**src/rtl/ftc_tx_sched.sv**
```systemverilog
// rtl/ftc_tx_sched.sv - FTC 3b->4b transmit scheduler: word in, shield-separated encoded beats out
//
// Purpose: accepts a WORD_W-bit word on a valid/ready handshake, splits it into
// 3-bit groups (lowest first), encodes LANES groups per beat with the FTC
// codebook and presents the beats on a downstream valid/ready bus.
//
// Ports:
//   clk         rising-edge clock
//   reset       asynchronous active-high reset
//   in_data     raw word, sampled only on in_valid & in_ready
//   in_valid    in_data valid
//   in_ready    word accepted this cycle (combinational from state and bus_ready)
//   bus_data    lane j codeword at [5j+3:5j], shield bit at 5j+4 (always 0)
//   bus_valid   bus_data holds a valid beat
//   bus_ready   downstream consumes the beat this cycle
//   bus_last    current beat is the final beat of its word
//   words_done  count of fully transmitted words, wraps modulo 2^CNT_W

module ftc_tx_sched #(
    parameter int WORD_W = 12,
    parameter int LANES  = 2,
    parameter int CNT_W  = 16
) (
    input  logic                 clk,
    input  logic                 reset,
    input  logic [WORD_W-1:0]    in_data,
    input  logic                 in_valid,
    output logic                 in_ready,
    output logic [5*LANES-2:0]   bus_data,
    output logic                 bus_valid,
    input  logic                 bus_ready,
    output logic                 bus_last,
    output logic [CNT_W-1:0]     words_done
);

    localparam int G     = WORD_W / 3;
    localparam int BEATS = G / LANES;
    localparam int BW    = (BEATS > 1) ? $clog2(BEATS) : 1;
    localparam int BUS_W = 5 * LANES - 1;
    localparam logic [BW-1:0] LAST_BEAT = BW'(BEATS - 1);

    if (((WORD_W % (3 * LANES)) != 0) || (WORD_W < 3 * LANES)) begin : g_bad_word_w
        $error("ftc_tx_sched: WORD_W must be a nonzero multiple of 3*LANES");
    end

    typedef enum logic {IDLE, SEND} state_t;

    state_t             state_q, state_d;
    logic [BW-1:0]      beat_q, beat_d;
    logic [WORD_W-1:0]  word_q, word_d;
    logic [BUS_W-1:0]   data_q, data_d;
    logic               last_q, last_d;
    logic [CNT_W-1:0]   cnt_q, cnt_d;
    logic               accept;

    function automatic logic [3:0] ftc_encode(input logic [2:0] g);
        logic [3:0] c;
        case (g)
            3'b000:  c = 4'b0000;
            3'b001:  c = 4'b0100;
            3'b010:  c = 4'b0001;
            3'b011:  c = 4'b0101;
            3'b100:  c = 4'b0111;
            3'b101:  c = 4'b1100;
            3'b110:  c = 4'b1101;
            default: c = 4'b1111;
        endcase
        return c;
    endfunction

    // Shield bits are left at the zero default; only the 4-bit lane fields are written.
    function automatic logic [BUS_W-1:0] beat_of(input logic [WORD_W-1:0] w,
                                                 input logic [BW-1:0]     k);
        logic [WORD_W-1:0] s;
        logic [BUS_W-1:0]  r;
        s = w >> (3 * LANES * int'(k));
        r = '0;
        for (int j = 0; j < LANES; j++) begin
            r[5*j +: 4] = ftc_encode(s[3*j +: 3]);
        end
        return r;
    endfunction

    always_comb begin
        state_d  = state_q;
        beat_d   = beat_q;
        word_d   = word_q;
        data_d   = data_q;
        last_d   = last_q;
        cnt_d    = cnt_q;
        in_ready = 1'b0;
        accept   = 1'b0;

        case (state_q)
            IDLE: begin
                in_ready = 1'b1;
                accept   = in_valid;
            end
            SEND: begin
                if (bus_ready) begin
                    if (last_q) begin
                        cnt_d    = cnt_q + CNT_W'(1);
                        in_ready = 1'b1;
                        accept   = in_valid;
                        if (!in_valid) begin
                            state_d = IDLE;
                            last_d  = 1'b0;
                        end
                    end else begin
                        beat_d = beat_q + BW'(1);
                        data_d = beat_of(word_q, beat_q + BW'(1));
                        last_d = ((beat_q + BW'(1)) == LAST_BEAT);
                    end
                end
            end
            default: state_d = IDLE;
        endcase

        // New word (from IDLE or back-to-back after a last beat): beat 0 next cycle.
        if (accept) begin
            state_d = SEND;
            word_d  = in_data;
            beat_d  = '0;
            data_d  = beat_of(in_data, '0);
            last_d  = (BEATS == 1);
        end
    end

    always_ff @(posedge clk or posedge reset) begin
        if (reset) begin
            state_q <= IDLE;
            beat_q  <= '0;
            word_q  <= '0;
            data_q  <= '0;
            last_q  <= 1'b0;
            cnt_q   <= '0;
        end else begin
            state_q <= state_d;
            beat_q  <= beat_d;
            word_q  <= word_d;
            data_q  <= data_d;
            last_q  <= last_d;
            cnt_q   <= cnt_d;
        end
    end

    assign bus_data   = data_q;
    assign bus_valid  = (state_q == SEND);
    assign bus_last   = last_q;
    assign words_done = cnt_q;

endmodule
```
**config.mk**
```make
export PLATFORM = sky130hd
export DESIGN_NAME = ftc_tx_sched
export DESIGN_NICKNAME = d
export VERILOG_FILES = /design/src/rtl/ftc_tx_sched.sv
export SDC_FILE = /design/constraint.sdc
export NUM_CORES = 1
export LEC_CHECK = 0
export ABC_AREA = 1
export CELL_PAD_IN_SITES_DETAIL_PLACEMENT = 0
export CELL_PAD_IN_SITES_GLOBAL_PLACEMENT = 1
export CORE_MARGIN = 4
export CORE_UTILIZATION = 37
export CTS_BUF_LIST = sky130_fd_sc_hd__clkbuf_8
export DETAILED_ROUTE_END_ITERATION = 10
export GPL_TIMING_DRIVEN = 0
export PLACE_DENSITY = 0.82
export SLEW_MARGIN = 20
export SYNTH_ARGS = -nofsm -noshare
export SYNTH_HDL_FRONTEND = slang
export SYNTH_SLANG_ARGS = --single-unit
```
**constraint.sdc**
```tcl
create_clock -name clk -period 1.45 [get_ports clk]
set_input_delay 0.2175 -clock clk [delete_from_list [all_inputs] [get_ports clk]]
set_output_delay 0.2175 -clock clk [all_outputs]
set_load 0.02 [all_outputs]
```
---- Word-level counts from Yosys, hierarchy flattened ----
Index checks and enable logic that the tools add are counted.
Widths: inputs -> output; s select.
cells by class
  bitwise gates (word level) .............. 1
  reduce and logical (&&, ||, !) cells .... 9
  equality and inequality tests ........... 25
  multiplexer cells ....................... 27
  order comparisons ....................... 0
  add/sub/neg operators ................... 2
  div/mod/pow operators ................... 0
  multiply operators ...................... 1
  shift operators ......................... 1
operator list
  operator               number
  $pmux 4 s7             4
  $eq 3x3->1 const B     12
  $mux 9                 4
  $eq 3x2->1 const B     8
  $mux 1                 17
  $add 16x1->16 const B  1
  $eq 3x1->1 const B     4
  $logic_not 3->1        4
  $shr 12x4->6           1
  $reduce_and 3->1       2
  $pmux 1 s2             2
  $reduce_bool 2->1      2
  $mul 2x1->3 const A    1
  $ne 2x1->1 const B     1
  $reduce_and 2->1       1
  $add 1x1->1 const B    1
  $not 1->1              1
word-level totals
  memories ................................ 0
  latch bits .............................. 0
  bits in writable memories ............... 0
  ROM bits ................................ 0
  flip-flop bits (word level) ............. 40
  logic and storage cells ................. 72

---- Longest topological paths before layout ----
Gate-level depths: netlist (run 1).
  word-level depth ........................ 9
  mapped depth ............................ 10
  depth with buffers taken out ............ 10

---- Least setup slack after synthesis (run 1) ----
No wires, ideal clock.
  path kind ............................... reg-to-reg
  start point ............................. register last_q (netlist: bus_last)
  end point ............................... register data_q[5] (netlist: bus_data[5])
  setup slack ............................. 0.015 ns
  arrival ................................. 1.318 ns
  cell stages (with the launch flop) ...... 10
  clock period less this slack ............ 1.435 ns
  setup time .............................. 0.117 ns
  required time ........................... 1.333 ns
  cells stage by stage .................... dfrtp_1 nand2_1 nand2_2 nand2_1 buf_6 buf_2 nand2_1 nand2_1 nand2_1 nand2_1
on the way
  word-level cells in the longest chain between the ends .. 5
ends and longest elaborated chain
  what                                                                     line  text
  start: declaration                                                       52    logic last_q, last_d;
  start signal: assignment                                                 142   last_q <= last_d;
  $mux 1                                                                   101   if (last_q) begin
  $mux 1                                                                   100   if (bus_ready) begin
  $pmux 1 s2                                                               94    case (state_q)
  $ne 2x1->1 (no source line) / $reduce_bool 2->1 (equally long branches)  --
  $reduce_and 3->1 (no source line)                                        --
  end signal: assignment                                                   141   data_q <= data_d;
  end: declaration                                                         51    logic [BUS_W-1:0] data_q, data_d;
Parallel ways exist; a longest one is shown, timed or not.
A chain may end at the register's enable or synchronous reset.

---- Worst setup path after layout (run 1) ----
  start point ............................. register last_q (netlist: bus_last)
  end point ............................... output in_ready
on the way
  word-level cells in the longest chain between the ends .. 3
ends and longest elaborated chain
  what              line  text
  $mux 1            101
  $mux 1            100
  $pmux 1 s2        94
  end: declaration  28    output logic in_ready,
No other way between the ends.

==> impl_results.md, run 1 <==
- Outcome: finished, final reports clean
- Final HPWL DP: 3580 um
- Clock skew: 2.14 ps
- Max Cap Viol: 0
- Initial antenna violation count: 0
- Sw power: 1840 uW
- Net Sw Frac: 0.416
- Layout cell share with drive strength beyond 1: 0.0940
- Crit. End Element: output pin
- Synth Warn #: 0
- Commonest non-fill, non-tap cells in the layout: nand2_1 (136), dfrtp_1 (38), inv_1 (34)
- Clock power frac: 0.151
- Post-Syn Nets: 312
- Number of global-route vias before repair: 1682
- Largest net degree at the start of global routing: 31
- Final Power: 4430 uW
- Fin. max-slew vios: 0
- First-pass GRT wire length: 7840 um
- Nets@finish: 369
- Minimum clock period: 1400 ps
- Yosys cell types: 23
- Max Clk Rate: 717 MHz
- Clk_lat worst skew: 290 ps
- Worst path slowest cell: dfrtp_1
- Avg Cell Area, Syn: 7.07 um^2
- Startpoint Class: register
- Core Area: 5470 um^2
- Slowest cell delay on critical path: 430 ps
- CTS H-tree lvls: 2
- Dpl cell area: 2620 um^2
- Initial Util: 0.381
- I/O pin cnt: 44
- FP Rows: 27
- Layout area overhead: 31.0%
- Worst hold path type: input pin to asynchronous set/reset pin
- Crit share post-route: 0.962
- GRT Total Usage: 0.138
- Root Buffer: clkbuf_8
- Commonest non-fill, non-tap cell in the layout: nand2_1
- Post-Syn Area: 2080 um^2
- Die width: 83.1 um
- Gpl congestion: 0.797
- Die area: 6900 um^2
- I/O Buffers: 42
- Total Wirelength: 4640 um
- CP required: 1230 ps
- Synth Register Bits: 39
- P_leak: 0.00151 uW
- Final-report hold violation count: 0
- Routed Antenna Nets: 0
- Gate Count Post-Synth: 295
- Drt drc: 0
- CTS max path bufs: 2
- Internal Power: 2580 uW
- Drt pass-1 iters: 4
- Cell Pwr Density: 1620 nW/um^2
- Comb power frac: 0.469
- Final Cell Area: 2730 um^2
- Drt initial violations: 72
- CTS tree: built
- Vias per inst: 4.42
- CP Max Fanout: 5
- Die Y-Extent: 83.1 um
- Clk slew on worst S/H paths: 70 ps
- DR WL/cell: 11.0 um
- Final setup fails: 0
- Reg power frac: 0.380
- Maximum VDD drop: 1020 uV
- Diodes inserted: 0
- WS Path Type: register to output pin
- Min Hold Slack: 173 ps
- Hold buffers post-CTS: 0
- Vias post-DR: 1868
- CTS buffer count: 5
- CP arrival: 1180 ps
- Total congestion overflow: 0
- Sequential-to-total area share from yosys stat: 0.468
- Clk sinks: 39
- CP Cell Sequence: nand2_1, nand2_2, clkdlybuf4s15_2
## worst max-delay path: cells and delay by family (launching register included)
family	cells	cell delay, ps
buffers and inverters	1	270
flip-flops	1	430
AND/OR/NAND/NOR	2	190
## metrics by stage
stage / utilization / TNS, ps / worst slack, ps / std cells
floorplan: - / 0 / 15.2 / 295
global placement: 0.474 / -29010 / -584 / 409
detailed placement: 0.478 / -6530 / -296 / 410
CTS: 0.485 / -5.84 / -5.84 / 416
global route: 0.499 / -59.4 / -27.4 / 423
finish: 0.499 / 0 / 54.5 / 423
## logic make-up after synthesis
kind of cell | count (synthesis) | share of synthesized area
AND/OR/NAND/NOR | 189 | 0.369
buffers and inverters | 42 | 0.0864
flip-flops | 39 | 0.468
AO/OA/AOI/OAI | 16 | 0.0396
XOR/XNOR | 7 | 0.0294
adder cells (fa/ha/maj) | 1 | 0.00600
other | 1 | 0.00180
## power groups by stage
| stage | clock, uW | sequential, uW | combinational [uW] |
|---|---|---|---|
| global route | 749 | 1720 | 2360 |
| detailed placement | 0 | 1730 | 2050 |
| CTS | 688 | 1710 | 1920 |
| finish | 667 | 1680 | 2080 |
| global placement | 0 | 1730 | 2030 |
| floorplan | 0 | 1910 | 1120 |
## Yosys cell counts
cell / n / share of area
nand2_1: 137 / 0.25
dfrtp_1: 39 / 0.47
inv_1: 34 / 0.061
nor2_1: 26 / 0.047
nand3_1: 12 / 0.029
o21ai_0: 10 / 0.024
o21ai_1: 5 / 0.012
nand4_1: 4 / 0.012
xor2_1: 4 / 0.017
nor2_2: 3 / 0.0090
xnor2_1: 3 / 0.013
buf_2: 2 / 0.0048
buf_4: 2 / 0.0072
inv_2: 2 / 0.0036
nand2_2: 2 / 0.0060
nand3_2: 2 / 0.0096
nand3b_1: 2 / 0.0072
buf_6: 1 / 0.0054
clkinv_4: 1 / 0.0042
conb_1: 1 / 0.0018
ha_1: 1 / 0.0060
nor3_1: 1 / 0.0024
o21bai_1: 1 / 0.0036
## final cells by class
cell class | count | area (um^2)
Buffer | 5 | 38.8
Clock buffer | 5 | 68.8
Clock inverter | 1 | 3.75
Fill cell | 584 | 2740
Inverter | 37 | 144
Multi-Input combinational cell | 214 | 943
Sequential cell | 39 | 977
Tap cell | 72 | 90.1
Timing Repair Buffer | 50 | 464
## path summary, 6_finish.rpt
path                                   from        endpoint  slack [ps]  cells after the start
worst max-delay path               bus_last        in_ready          50                      3
min in group clk                  bus_ready       bus_valid         340                      4
worst max register to register     bus_last  words_done[10]          90                      7
worst min-delay path                  reset     bus_data[2]         170                      2
max in group asynchronous             reset   words_done[0]         830                      3
worst min register to register  bus_data[1]     bus_data[1]         480                      2
## flip-flops by register name, indices dropped and copies added, names as in the netlist
register	count
beat_q	1
bus_data	8
bus_last	1
bus_valid	1
word_q	12
words_done	16
## per-layer routing
metal,GRT usage,part of all wire
met3,0.0516,0.052
met4,0.0386,0.014
met1,0.190,0.51
met2,0.204,0.42
met5,0,0
## timing repair
action	CTS	global route
pin swaps	0	0
resized for setup	29	8
buffers inserted	0	7
endpoints found under the setup margin	28	15
gates cloned	0	0
endpoints found under the hold margin	0	0
Note: power is estimated with default switching activity, not from simulation.
==> run 2: changes to the inputs <==
--- a/config.mk
+++ b/config.mk
@@ -8,12 +8,11 @@
 export ABC_AREA = 1
 export CELL_PAD_IN_SITES_DETAIL_PLACEMENT = 0
 export CELL_PAD_IN_SITES_GLOBAL_PLACEMENT = 1
-export CORE_MARGIN = 4
-export CORE_UTILIZATION = 37
+export CORE_UTILIZATION = 35
 export CTS_BUF_LIST = sky130_fd_sc_hd__clkbuf_8
 export DETAILED_ROUTE_END_ITERATION = 10
 export GPL_TIMING_DRIVEN = 0
-export PLACE_DENSITY = 0.82
+export PLACE_DENSITY = 0.79
 export SLEW_MARGIN = 20
 export SYNTH_ARGS = -nofsm -noshare
 export SYNTH_HDL_FRONTEND = slang
==> run 2 against run 1 <==
Die area shrank 9.1%. Critical path type unchanged. Hold slack barely moved. Register-to-register slack worse by 30 ps. Highest routed layer unchanged.
==> impl_results.md, run 2 (synthesis gave the netlist of run 1 again) <==
- Vias post-DR: 1888 (+1.1%)
- Drt pass-1 iters: 4 (unchanged)
- DR WL/cell: 10.6 um (-2.9%)
- Unrepaired setup endpoints after global routing: true
- Layout cell share with drive strength beyond 1: 0.103 (+0.00884)
- I/O Buffers: 42 (unchanged)
- CP arrival: 1180 ps (about the same)
- Drt drc: 0 (unchanged)
- CP Max Fanout: 4 (-1)
- Max Clk Rate: 715 MHz (-0.27%)
- FP Rows: 27 (unchanged)
- Worst hold path type: input pin to asynchronous set/reset pin
- Minimum clock period: 1400 ps (+3.71 ps)
- Final setup fails: 0 (unchanged)
- Clk_lat worst skew: 290 ps (about the same)
- Vias per inst: 4.47 (+1.3%)
- Hold buffers post-CTS: 0 (unchanged)
- Commonest non-fill, non-tap cell in the layout: nand2_1
- CTS buffer count: 5 (unchanged)
- Initial antenna violation count: 0 (unchanged)
- Initial Util: 0.372 (-0.00918)
- Startpoint Class: register
- Clock skew: 7.10 ps (+4.96 ps)
- Number of global-route vias before repair: 1767 (+5.1%)
- Total Wirelength: 4490 um (-3.1%)
- CTS max path bufs: 2 (unchanged)
- DP Worst Slack: -324 ps (-28.3 ps)
- Area of the multi-input gates: 948 um^2 (+0.53%)
- Fin. max-slew vios: 0 (unchanged)
- Clk slew on worst S/H paths: 70 ps (about the same)
- Register area: 980 um^2 (+0.26%)
- Number of flip-flops in the largest register: 16 (unchanged)
- Die width: 79.2 um (-4.7%)
- GRT Total Usage: 0.164 (+0.0251)
- Fillcell total: 609 (+4.3%)
- Die Y-Extent: 79.2 um (-4.7%)
- Cell Pwr Density: 1640 nW/um^2 (+1.3%)
- Diodes inserted: 0 (unchanged)
- Final-report hold violation count: 0 (unchanged)
- Core Area: 5610 um^2 (+2.5%)
- Clk sinks: 39 (unchanged)
- Max Cap Viol: 0 (unchanged)
- Outcome: finished, final reports clean
- First-pass GRT wire length: 7960 um (+1.5%)
- Routed Antenna Nets: 0 (unchanged)
- Die area: 6270 um^2 (-9.1%)
- Slack of the critical path: 50.8 ps (-3.71 ps)
- Crit share post-route: 0.965 (+0.00256)
- Crit. End Element: output pin
- Nets@finish: 367 (-0.54%)
- Largest net degree at the start of global routing: 30 (-3.2%)
- WS Path Type: register to output pin
- CTS tree: built
- Final HPWL DP: 3370 um (-5.8%)
- Final Power: 4490 uW (+1.3%)
- I/O pin cnt: 44 (unchanged)
- CTS H-tree lvls: 2 (unchanged)
- Drt initial violations: 82 (+14%)
- Root Buffer: clkbuf_8
- Total congestion overflow: 0 (unchanged)
- Maximum VDD drop: 738 uV (-28%)
- Gpl congestion: 0.817 (+2.5%)
- P_leak: 0.00151 uW (-0.38%)
- Commonest non-fill, non-tap cells in the layout: nand2_1 (137), dfrtp_1 (36), inv_1 (33)
- CP required: 1230 ps (about the same)
- Layout area overhead: 31.0% (about the same)
run 2: worst max-delay path, stage by stage, from the launching register on:
cell and delay, ps:
dfrtp_2 440, buf_4 150, dlygate4sd2_1 310
run 2: metrics by stage:
step,TNS [ps],util,hold slack (ps),cell area [um^2],instances
2_1_floorplan,0,-,326,2080,295
3_3_place_gp,-27720,0.463,465,2590,409
3_5_place_dp,-6180,0.466,467,2620,410
4_1_cts,0,0.477,174,2680,417
5_1_grt,-18.0,0.487,175,2730,422
6_report,0,0.487,174,2730,422
run 2: metal layers:
layer  routed length (um)  GRT usage  part of all wire  vias to the layer above
met5                    0          0                 0                        -
met1                 2370      0.234              0.53                      841
li1                     -          -                 -                     1008
met3                  196     0.0425             0.044                        2
met4                   27     0.0436            0.0060                        0
met2                 1900      0.243              0.42                       37
run 2: area by class of cell:
type | count | area share
buffer | 5 | 0.0142
clock buffer | 6 | 0.0302
clock inverter | 1 | 0.00183
inverter | 37 | 0.0527
multi-input combinational | 214 | 0.347
sequential | 39 | 0.359
tap | 72 | 0.0330
timing repair buffer | 48 | 0.162
run 2: what timing repair did:
| action | in CTS | in global routing |
|---|---|---|
| cloned | 0 | 0 |
| endpoints found under the hold margin | 0 | 0 |
| gates resized for setup | 30 | 10 |
| setup endpoints to repair | 29 | 13 |
| setup buffers | 0 | 5 |
run 2: worst paths after layout:
path | cells past startpoint | startpoint | slack [ps] | endpoint
worst max-delay path | 2 | words_done[0] | 50 | words_done[0]
worst min-delay path | 2 | reset | 170 | words_done[11]
worst max register to register | 8 | bus_last | 60 | bus_last
worst min register to register | 2 | bus_data[6] | 480 | bus_data[6]
max in group asynchronous | 3 | reset | 830 | words_done[0]
min in group clk | 3 | bus_ready | 350 | words_done[0]
run 2: power breakdown:
group / total, uW / leakage [uW] / internal [uW] / switching (uW)
Combinational: 2050 / 0.000962 / 790 / 1260
Clock: 739 / 0.0000470 / 373 / 366
Sequential: 1700 / 0.000498 / 1450 / 246
==> run 3: changes to the inputs <==
--- a/config.mk
+++ b/config.mk
@@ -8,12 +8,13 @@
 export ABC_AREA = 1
 export CELL_PAD_IN_SITES_DETAIL_PLACEMENT = 0
 export CELL_PAD_IN_SITES_GLOBAL_PLACEMENT = 1
-export CORE_UTILIZATION = 35
+export CORE_UTILIZATION = 37
 export CTS_BUF_LIST = sky130_fd_sc_hd__clkbuf_8
 export DETAILED_ROUTE_END_ITERATION = 10
 export GPL_TIMING_DRIVEN = 0
-export PLACE_DENSITY = 0.79
+export PLACE_DENSITY = 0.82
 export SLEW_MARGIN = 20
 export SYNTH_ARGS = -nofsm -noshare
 export SYNTH_HDL_FRONTEND = slang
 export SYNTH_SLANG_ARGS = --single-unit
+export TNS_END_PERCENT = 1
==> constraint.sdc (replaced) <==
create_clock -name clk -period 1.45 [get_ports clk]
set_input_delay 0.435 -clock clk [delete_from_list [all_inputs] [get_ports clk]]
set_output_delay 0.435 -clock clk [all_outputs]
set_load 0.02 [all_outputs]
==> run 3 against run 2 <==
The flow now finishes with violations (negative setup slack). Highest routed layer unchanged. Count of clock-buffer cells in the layout increased by 1. Sequential share of layout area increased by 0.66 points. Register-to-register slack improved by 30 ps. Critical path depth increased by 1. Largest power group unchanged. Sequential power about the same. Wire length increased by 2.7%. Critical endpoint is now in_ready. Flip-flop and latch count unchanged.
==> impl_results.md, run 3 (synthesis gave the netlist of run 1 again) <==
- CTS buffer count: 5 (unchanged)
- Die area: 5940 um^2 (-5.3%)
- Register area: 982 um^2 (+0.26%)
- Die Y-Extent: 77.1 um (-2.7%)
- Unrepaired setup endpoints after global routing: true
- Min Hold Slack: 411 ps (+237 ps)
- Clk sinks: 39 (unchanged)
- Total Wirelength: 4620 um (+2.7%)
- Max Clk Rate: 689 MHz (-3.5%)
- Area of the multi-input gates: 962 um^2 (+1.5%)
- Slack of the critical path: -0.557 ps (-51.3 ps)
- Cell Pwr Density: 1670 nW/um^2 (+1.8%)
- Outcome: finished with violations
- Routed Antenna Nets: 0 (unchanged)
- Initial Util: 0.396 (+0.0238)
- Vias per inst: 4.50 (+0.56%)
- Failing checks: negative setup slack
- Max Cap Viol: 0 (unchanged)
- Drt initial violations: 126 (+54%)
- Fin. max-slew vios: 0 (unchanged)
- Clk_lat worst skew: 290 ps (about the same)
- Die width: 77.1 um (-2.7%)
- Gpl congestion: 0.781 (-4.4%)
- Layout area overhead: 29.0%
- DR WL/cell: 11.0 um (+3.5%)
- WS Path Type: register to output pin
- FP Rows: 26 (-3.7%)
- Commonest non-fill, non-tap cells in the layout: nand2_1 (136), inv_1 (34), dfrtp_1 (34)
- Maximum VDD drop: 721 uV (-2.2%)
- I/O pin cnt: 44 (unchanged)
- Crit. End Element: output pin
- Clk slew on worst S/H paths: 70 ps (about the same)
- DP Worst Slack: -711 ps (-387 ps)
- CTS max path bufs: 2 (unchanged)
- Final HPWL DP: 3490 um (+3.4%)
- P_leak: 0.00144 uW (-4.5%)
- Drt pass-1 iters: 4 (unchanged)
- Core Area: 5270 um^2 (-6.0%)
- Largest net degree at the start of global routing: 28 (-6.7%)
- Number of flip-flops in the largest register: 16 (unchanged)
- Final setup fails: 1 (+1)
- Total congestion overflow: 0 (unchanged)
- Initial antenna violation count: 0 (unchanged)
- CP required: 1020 ps (-210 ps)
- Crit share post-route: 1.00 (+0.0354)
- Dpl cell area: 2610 um^2 (about the same)
- Root Buffer: clkbuf_8
- Final Cell Area: 2690 um^2 (-1.6%)
- Final Util: 0.510 (+0.0232)
- Hold buffers post-CTS: 0 (unchanged)
- Vias post-DR: 1885 (-0.16%)
- Diodes inserted: 0 (unchanged)
- Startpoint Class: register
- Worst hold path type: input pin to asynchronous set/reset pin
- Final-report hold violation count: 0 (unchanged)
- CTS tree: built
- Final Power: 4500 uW (+0.23%)
- Drt drc: 0 (unchanged)
- Nets@finish: 365 (-0.54%)
- GRT Total Usage: 0.174 (+0.0101)
- Fillcell total: 562 (-7.7%)
- Layout cell share with drive strength beyond 1: 0.169 (+0.0662)
- Number of global-route vias before repair: 1810 (+2.4%)
- CTS H-tree lvls: 2 (unchanged)
- CP Max Fanout: 4 (unchanged)
- I/O Buffers: 42 (unchanged)
- CP arrival: 1020 ps (-160 ps)
- Minimum clock period: 1450 ps (+51.3 ps)
- Clock skew: 2.10 ps (-5.01 ps)
- First-pass GRT wire length: 8110 um (+1.9%)
- Commonest non-fill, non-tap cell in the layout: nand2_1
## run 3: stage by stage
stage          TNS [ps]  std cells
2_1_floorplan         0        295
3_3_place_gp     -44760        407
3_5_place_dp     -14090        408
4_1_cts           -54.1        416
5_1_grt            -405        419
6_report         -0.557        419
## run 3: critical path: stages, from the launching register on
cell	delay [ps]
dfrtp_2	440
nand2_2	70
nand2_2	70
buf_6	140
## run 3: cell type report
| type | instances | area share |
|---|---|---|
| clock inverters | 1 | 0.00140 |
| flip-flops and latches | 39 | 0.365 |
| multi-input cells | 214 | 0.358 |
| plain buffers | 5 | 0.0144 |
| well taps | 70 | 0.0326 |
| clock buffers | 7 | 0.0358 |
| inverters | 37 | 0.0535 |
| repair buffers | 46 | 0.139 |
## run 3: power by group
group          internal, uW  switching, uW  total (uW)
Clock                   427            375         802
Combinational           747           1230        1980
Sequential             1450            264        1720
## run 3: what timing repair did
item                       CTS  global route
resized for setup           79            29
buffers inserted             0             3
pin swaps                    0             1
setup endpoints to repair   57            40
## run 3: worst paths after layout
| check | from | endpoint | slack (ps) | cells after the start |
|---|---|---|---|---|
| min in group clk | word_q[11] | word_q[11] | 480 | 2 |
| max in group asynchronous | reset | words_done[13] | 580 | 3 |
| worst max-delay path | bus_last | in_ready | -0.6 | 3 |
| worst max register to register | bus_last | bus_last | 90 | 8 |
| worst min register to register | word_q[11] | word_q[11] | 480 | 2 |
| worst min-delay path | reset | words_done[10] | 410 | 2 |
## run 3: routing by layer
| layer | share of wire | wire, um | vias to the layer above | global-route usage |
|---|---|---|---|---|
| met5 | 0 | 0 | - | 0 |
| met4 | 0.014 | 64 | 0 | 0.0566 |
| met3 | 0.042 | 192 | 5 | 0.0429 |
| met2 | 0.42 | 1940 | 40 | 0.256 |
| met1 | 0.52 | 2420 | 839 | 0.248 |
| li1 | - | - | 1001 | - |
